$ cat config.mk
export PLATFORM = sky130hd
export DESIGN_NAME = ieee_divider
export DESIGN_NICKNAME = d
export VERILOG_FILES = /design/src/rtl/ieee_fp_pkg.sv /design/src/rtl/ieee_fp_classify.sv /design/src/rtl/ieee_divider.sv
export SDC_FILE = /design/constraint.sdc
export NUM_CORES = 1
export LEC_CHECK = 0
export CORE_MARGIN = 3
export CORE_UTILIZATION = 55
export CTS_BUF_LIST = sky130_fd_sc_hd__clkbuf_4
export DETAILED_ROUTE_END_ITERATION = 16
export PLACE_DENSITY_LB_ADDON = 0.12
export SETUP_SLACK_MARGIN = 0.2
export SYNTH_ARGS = -nofsm -noshare
export SYNTH_HDL_FRONTEND = slang
export SYNTH_SLANG_ARGS = --single-unit
$ cat constraint.sdc
create_clock -name clk -period 4 [get_ports clk]
set_clock_uncertainty 0.05 [all_clocks]
set_input_delay 0.4 -clock clk [delete_from_list [all_inputs] [get_ports clk]]
set_output_delay 0.4 -clock clk [all_outputs]
set_load 0.03 [all_outputs]
$ cat src/rtl/ieee_fp_pkg.sv
// Shared types and constants for the single-precision divider.
package ieee_fp_pkg;
  localparam int EXP_W   = 8;
  localparam int FRAC_W  = 23;
  localparam int MANT_W  = 24;
  localparam int QUO_W   = 25;
  localparam int REM_W   = 25;
  localparam int CNT_W   = 5;
  localparam int ITERS   = 25;
  localparam int EXPC_W  = 10;
  localparam int BIAS    = 127;
  localparam int EXP_MAX = 255;

  localparam logic [31:0] QNAN = 32'h7FC0_0000;
  localparam logic signed [EXPC_W-1:0] BIAS_S    = EXPC_W'(BIAS);
  localparam logic signed [EXPC_W-1:0] EXP_MAX_S = EXPC_W'(EXP_MAX);

  typedef enum logic [1:0] {S_IDLE, S_DIVIDE, S_NORM, S_DONE} state_e;
  typedef enum logic [1:0] {SP_NONE, SP_NAN, SP_INF, SP_ZERO} special_e;

  // Invalid cases first so inf/inf and 0/0 never fall through to inf or zero.
  function automatic special_e classify_pair(input logic az, ai, an, bz, bi, bn);
    if (an || bn || (az && bz) || (ai && bi)) return SP_NAN;
    if (ai || bz) return SP_INF;
    if (az || bi) return SP_ZERO;
    return SP_NONE;
  endfunction
endpackage

$ cat src/rtl/ieee_fp_classify.sv
// Zero/inf/NaN flags for one operand; exponent 0 counts as zero (subnormals flushed).
module ieee_fp_classify
  import ieee_fp_pkg::*;
(
  input  logic [30:0] op,
  output logic        is_zero,
  output logic        is_inf,
  output logic        is_nan
);
  logic [EXP_W-1:0]  e;
  logic [FRAC_W-1:0] f;

  assign e       = op[30:FRAC_W];
  assign f       = op[FRAC_W-1:0];
  assign is_zero = (e == '0);
  assign is_inf  = (e == '1) && (f == '0);
  assign is_nan  = (e == '1) && (f != '0);
endmodule

$ cat src/rtl/ieee_divider.sv
// Multi-cycle IEEE-754 single divider: 25-step restoring mantissa divide,
// one normalise cycle, one done cycle; truncating, no subnormal output.
module ieee_divider
  import ieee_fp_pkg::*;
(
  input  logic        clk,
  input  logic        rst,
  input  logic        start,
  input  logic [31:0] number1,
  input  logic [31:0] number2,
  output logic        busy,
  output logic        done,
  output logic [31:0] result
);
  state_e state, state_nxt;

  logic                     sign_q;
  special_e                 spec_q;
  logic [MANT_W-1:0]        mb_q;
  logic [REM_W-1:0]         rem_q;
  logic [QUO_W-1:0]         quo_q;
  logic [CNT_W-1:0]         cnt_q;
  logic signed [EXPC_W-1:0] exp_q;
  logic [31:0]              res_pend;

  logic a_zero, a_inf, a_nan, b_zero, b_inf, b_nan;
  logic last_iter, q_bit;
  logic [REM_W-1:0]         rem_sub;
  logic signed [EXPC_W-1:0] e_fin;
  logic [FRAC_W-1:0]        m_fin;
  logic [31:0]              norm_res;

  ieee_fp_classify u_cls_a (.op(number1[30:0]), .is_zero(a_zero), .is_inf(a_inf), .is_nan(a_nan));
  ieee_fp_classify u_cls_b (.op(number2[30:0]), .is_zero(b_zero), .is_inf(b_inf), .is_nan(b_nan));

  assign busy      = (state != S_IDLE);
  assign last_iter = (cnt_q == CNT_W'(ITERS - 1));

  always_ff @(posedge clk) begin
    if (rst) state <= S_IDLE;
    else     state <= state_nxt;
  end

  always_comb begin
    state_nxt = state;
    case (state)
      S_IDLE:   if (start) state_nxt = S_DIVIDE;
      S_DIVIDE: if (last_iter) state_nxt = S_NORM;
      S_NORM:   state_nxt = S_DONE;
      S_DONE:   state_nxt = S_IDLE;
      default:  state_nxt = S_IDLE;
    endcase
  end

  // One restoring step: R < 2*Mb always holds, so R<<1 fits in 25 bits.
  assign q_bit   = (rem_q >= {1'b0, mb_q});
  assign rem_sub = q_bit ? rem_q - {1'b0, mb_q} : rem_q;

  always_comb begin
    e_fin = exp_q;
    m_fin = quo_q[QUO_W-2:1];
    if (!quo_q[QUO_W-1]) begin
      e_fin = exp_q - 10'sd1;
      m_fin = quo_q[FRAC_W-1:0];
    end
    norm_res = {sign_q, e_fin[EXP_W-1:0], m_fin};
    if (e_fin >= EXP_MAX_S)  norm_res = {sign_q, 8'hFF, 23'h0};
    else if (e_fin <= 10'sd0) norm_res = {sign_q, 31'h0};
    case (spec_q)
      SP_NAN:  norm_res = QNAN;
      SP_INF:  norm_res = {sign_q, 8'hFF, 23'h0};
      SP_ZERO: norm_res = {sign_q, 31'h0};
      default: ;
    endcase
  end

  always_ff @(posedge clk) begin
    if (rst) begin
      sign_q   <= 1'b0;
      spec_q   <= SP_NONE;
      mb_q     <= '0;
      rem_q    <= '0;
      quo_q    <= '0;
      cnt_q    <= '0;
      exp_q    <= '0;
      res_pend <= '0;
      result   <= '0;
      done     <= 1'b0;
    end else begin
      done <= 1'b0;
      case (state)
        S_IDLE: if (start) begin
          sign_q <= number1[31] ^ number2[31];
          spec_q <= classify_pair(a_zero, a_inf, a_nan, b_zero, b_inf, b_nan);
          mb_q   <= {1'b1, number2[FRAC_W-1:0]};
          rem_q  <= {2'b01, number1[FRAC_W-1:0]};
          quo_q  <= '0;
          cnt_q  <= '0;
          exp_q  <= $signed({2'b00, number1[30:FRAC_W]})
                  - $signed({2'b00, number2[30:FRAC_W]}) + BIAS_S;
        end
        S_DIVIDE: begin
          quo_q <= {quo_q[QUO_W-2:0], q_bit};
          rem_q <= rem_sub << 1;
          if (!last_iter) cnt_q <= cnt_q + 1'b1;
        end
        S_NORM: res_pend <= norm_res;
        S_DONE: begin
          result <= res_pend;
          done   <= 1'b1;
        end
        default: ;
      endcase
    end
  end
endmodule
==> impl_metrics.py <==
metrics = {
    "run_status": {
        "status": "complete, no violations",
    },
    "cts": {
        "clk_latency_ns": 0.56,
        "cts_buffers": 17,
        "root_buffer": "clkbuf_4",
        "cts_hold_buffers": 0,
        "clk_pin_slew_worst_paths_ns": 0.13,
        "clockBufferDepth": 2,
        "cts.sinks": 159,
        "postCtsResizedCells": 0,
        "htreeDepth": 4,
        "cts_tree": "yes",
        "post_cts_buffers": 0,
    },
    "pwr": {
        "p_int_w": 0.00420,
        "leakage_nw": 3.69,
        "pwr-share-seq": 0.270,
        "powerDensity_nw_per_um2": 756,
        "ir_drop_uv": 425,
        "pwr-share-comb": 0.587,
        "clockPowerShare": 0.143,
        "p_sw_w": 0.00339,
        "p_sw_frac": 0.447,
    },
    "drt": {
        "drc": 0,
        "drt_wl_total_um": 20400,
        "dr.pass1.iters": 5,
        "initialDrtViolationCount": 526,
        "route.detailed.vias_per_inst": 5.65,
        "vias": 7501,
        "wl_per_cell_um": 15.4,
        "postRouteAntennaNets": 0,
    },
    "critical_path": {
        "arrival_ns": 3.75,
        "critPathMaxFanout": 29,
        "worstPathCellList": "inv_1, ha_1, or3_1, a31oi_1, a2111oi_2, o21ai_2, a21oi_2, o31ai_4, buf_4, mux2i_1, a2111oi_1, a31o_1",
        "start_kind": "flip-flop",
        "required_ns": 4.46,
        "slowest_stage": "buf_4",
        "path_class": "reg2reg",
        "crit_path_end_kind": "flip-flop",
        "critPathMaxStageDelay_ns": 0.43,
        "ff2ff_path_depth": 12,
    },
    "cells_and_area": {
        "utilization": 0.657,
        "drive_gt1_frac": 0.0493,
        "area_growth_syn_to_layout_pct": 16.7,
        "fillers": 1329,
        "nets": 1218,
    },
    "timing": {
        "relSlewSlack": 0.292,
        "period_needed_ns": 3.29,
        "rsz0062_at_grt": "no",
        "finalHoldViolations": 0,
        "final.setup.worst_slack_ns": 0.707,
        "tightest_slew_ns": 1.06,
        "fmax_mhz": 304,
        "setup_viol_count_final": 0,
        "report.final.slew_viol_count": 0,
        "setup_tns_ns": 0,
        "fin_crit_sh": 0.823,
        "hold_ws_ns": 0.241,
    },
    "die": {
        "initial_core_util": 0.563,
        "chipWidth_um": 131,
        "dieArea_sq_um": 17200,
        "core_area_sq_um": 15300,
        "fp.dieH_um": 131,
        "pin_count": 101,
        "row_count": 45,
    },
    "grt": {
        "grt_pass1_wl_um": 33300,
        "antenna_found_initial": 1,
        "grt_max_degree": 74,
        "grt_util_all_layers": 0.242,
        "grt.overflow.total": 0,
        "grt_pass1_vias": 6935,
    },
    "synth": {
        "yosysMostFrequentCell": "dfxtp_1",
        "synth_edf_count": 0,
        "synthTopCellsByCount": "159 x dfxtp_1, 119 x nor2_1, 108 x nand2_1",
        "synth_async_sr_flop_share": 0,
        "syn_nets": 1148,
        "synth-seq-area-share": 0.370,
        "synth.area.top_cells": "dfxtp_1 37%, mux2i_1 8.8%, ha_1 6.5%",
        "synth_top_area_share": 0.370,
        "syn_avg_cell_area_sq_um": 8.31,
        "syn_inst": 1034,
        "yosysWarnings": 0,
        "syn_area_sq_um": 8600,
        "ys_ff_latch": 159,
        "ys_types": 65,
        "synthFlopType": "dfxtp_1",
        "yosys.area.top_type": "dfxtp_1",
    },
    "job": {
        "max_cap_violations": 0,
    },
    "placement": {
        "io_buffers": 100,
        "gp_congestion": 0.976,
        "preCtsSetupSlack_ns": 0.580,
        "dp_hpwl_um": 14600,
    },
    "hold_path": {
        "hp-class": "in2reg",
        "hold_depth": 2,
    },
}
==> stage by stage <==
| stage | instance area [sq um] | total power (W) | cells |
|---|---|---|---|
| 6_report | 10000 | 0.00759 | 1327 |
| 5_1_grt | 10000 | 0.00817 | 1327 |
| 4_1_cts | 10000 | 0.00756 | 1326 |
| 3_5_place_dp | 9710 | 0.00647 | 1296 |
| 3_3_place_gp | 9710 | 0.00641 | 1296 |
| 2_1_floorplan | 8600 | 0.00559 | 1034 |
==> cells by family after synthesis <==
kind of cell | after synthesis | share of synthesized area
AO/OA/AOI/OAI | 260 | 0.201
buffers and inverters | 120 | 0.0556
adder cells (fa/ha/maj) | 47 | 0.0702
flip-flops | 159 | 0.370
AND/OR/NAND/NOR | 327 | 0.169
XOR/XNOR | 45 | 0.0458
multiplexers | 76 | 0.0885
==> area by class of cell <==
type	count	area [sq um]	share of cell area
repair buffers	112	1090	0.109
flip-flops and latches	159	3180	0.317
well taps	211	264	0.0263
multi-input cells	755	4950	0.494
clock buffers	18	135	0.0135
diodes	1	2.50	0.000249
inverters	59	221	0.0221
clock inverters	12	184	0.0183
==> critical path: cells and delay by family, from the launching register on <==
family	cells	cell delay, ns
AO/OA/AOI/OAI	7	1.47
buffers and inverters	2	0.48
flip-flops	1	0.35
multiplexers	1	0.14
AND/OR/NAND/NOR	1	0.39
adder cells (fa/ha/maj)	1	0.35
==> routing by layer <==
| layer | share of wire | GRT usage |
|---|---|---|
| met3 | 0.055 | 0.0476 |
| met5 | 0 | 0 |
| met2 | 0.44 | 0.373 |
| met1 | 0.49 | 0.342 |
| met4 | 0.016 | 0.0732 |
==> state kept, by name, indices dropped and copies added (netlist names) <==
register	flops
cnt_q	5
done	1
rem_q	25
sign_q	1
mb_q	24
spec_q	2
result	32
exp_q	10
quo_q	25
res_pend	32
state	2
==> final timing paths <==
check / from / slack (ns) / end
worst max register to register: mb_q[4] / 0.71 / rem_q[10]
worst max-delay path: mb_q[4] / 0.71 / rem_q[10]
worst min-delay path: rst / 0.24 / result[16]
worst min register to register: res_pend[10] / 0.41 / res_pend[10]
==> cells in the final DEF (no fill, tap or decap), drive strengths merged, types with 14 or more instances in the layout <==
cell,n
xnor2,32
clkdlybuf4s50,99
a22oi,24
clkbuf,18
nand4,14
dfxtp,159
ha,45
nor4,19
a2111oi,15
inv,63
nor3,16
mux2i,76
nor2,120
o21ai,57
a21oi,75
nand3,14
nand2,108
==> power by group through the flow <==
stage | registers, W | logic, W | clock network, W
2_1_floorplan | 0.00201 | 0.00358 | 0
3_3_place_gp | 0.00208 | 0.00434 | 0
3_5_place_dp | 0.00208 | 0.00438 | 0
4_1_cts | 0.00205 | 0.00441 | 0.00111
5_1_grt | 0.00208 | 0.00491 | 0.00117
6_report | 0.00205 | 0.00445 | 0.00108
Note: power is estimated with default switching activity, not from simulation.
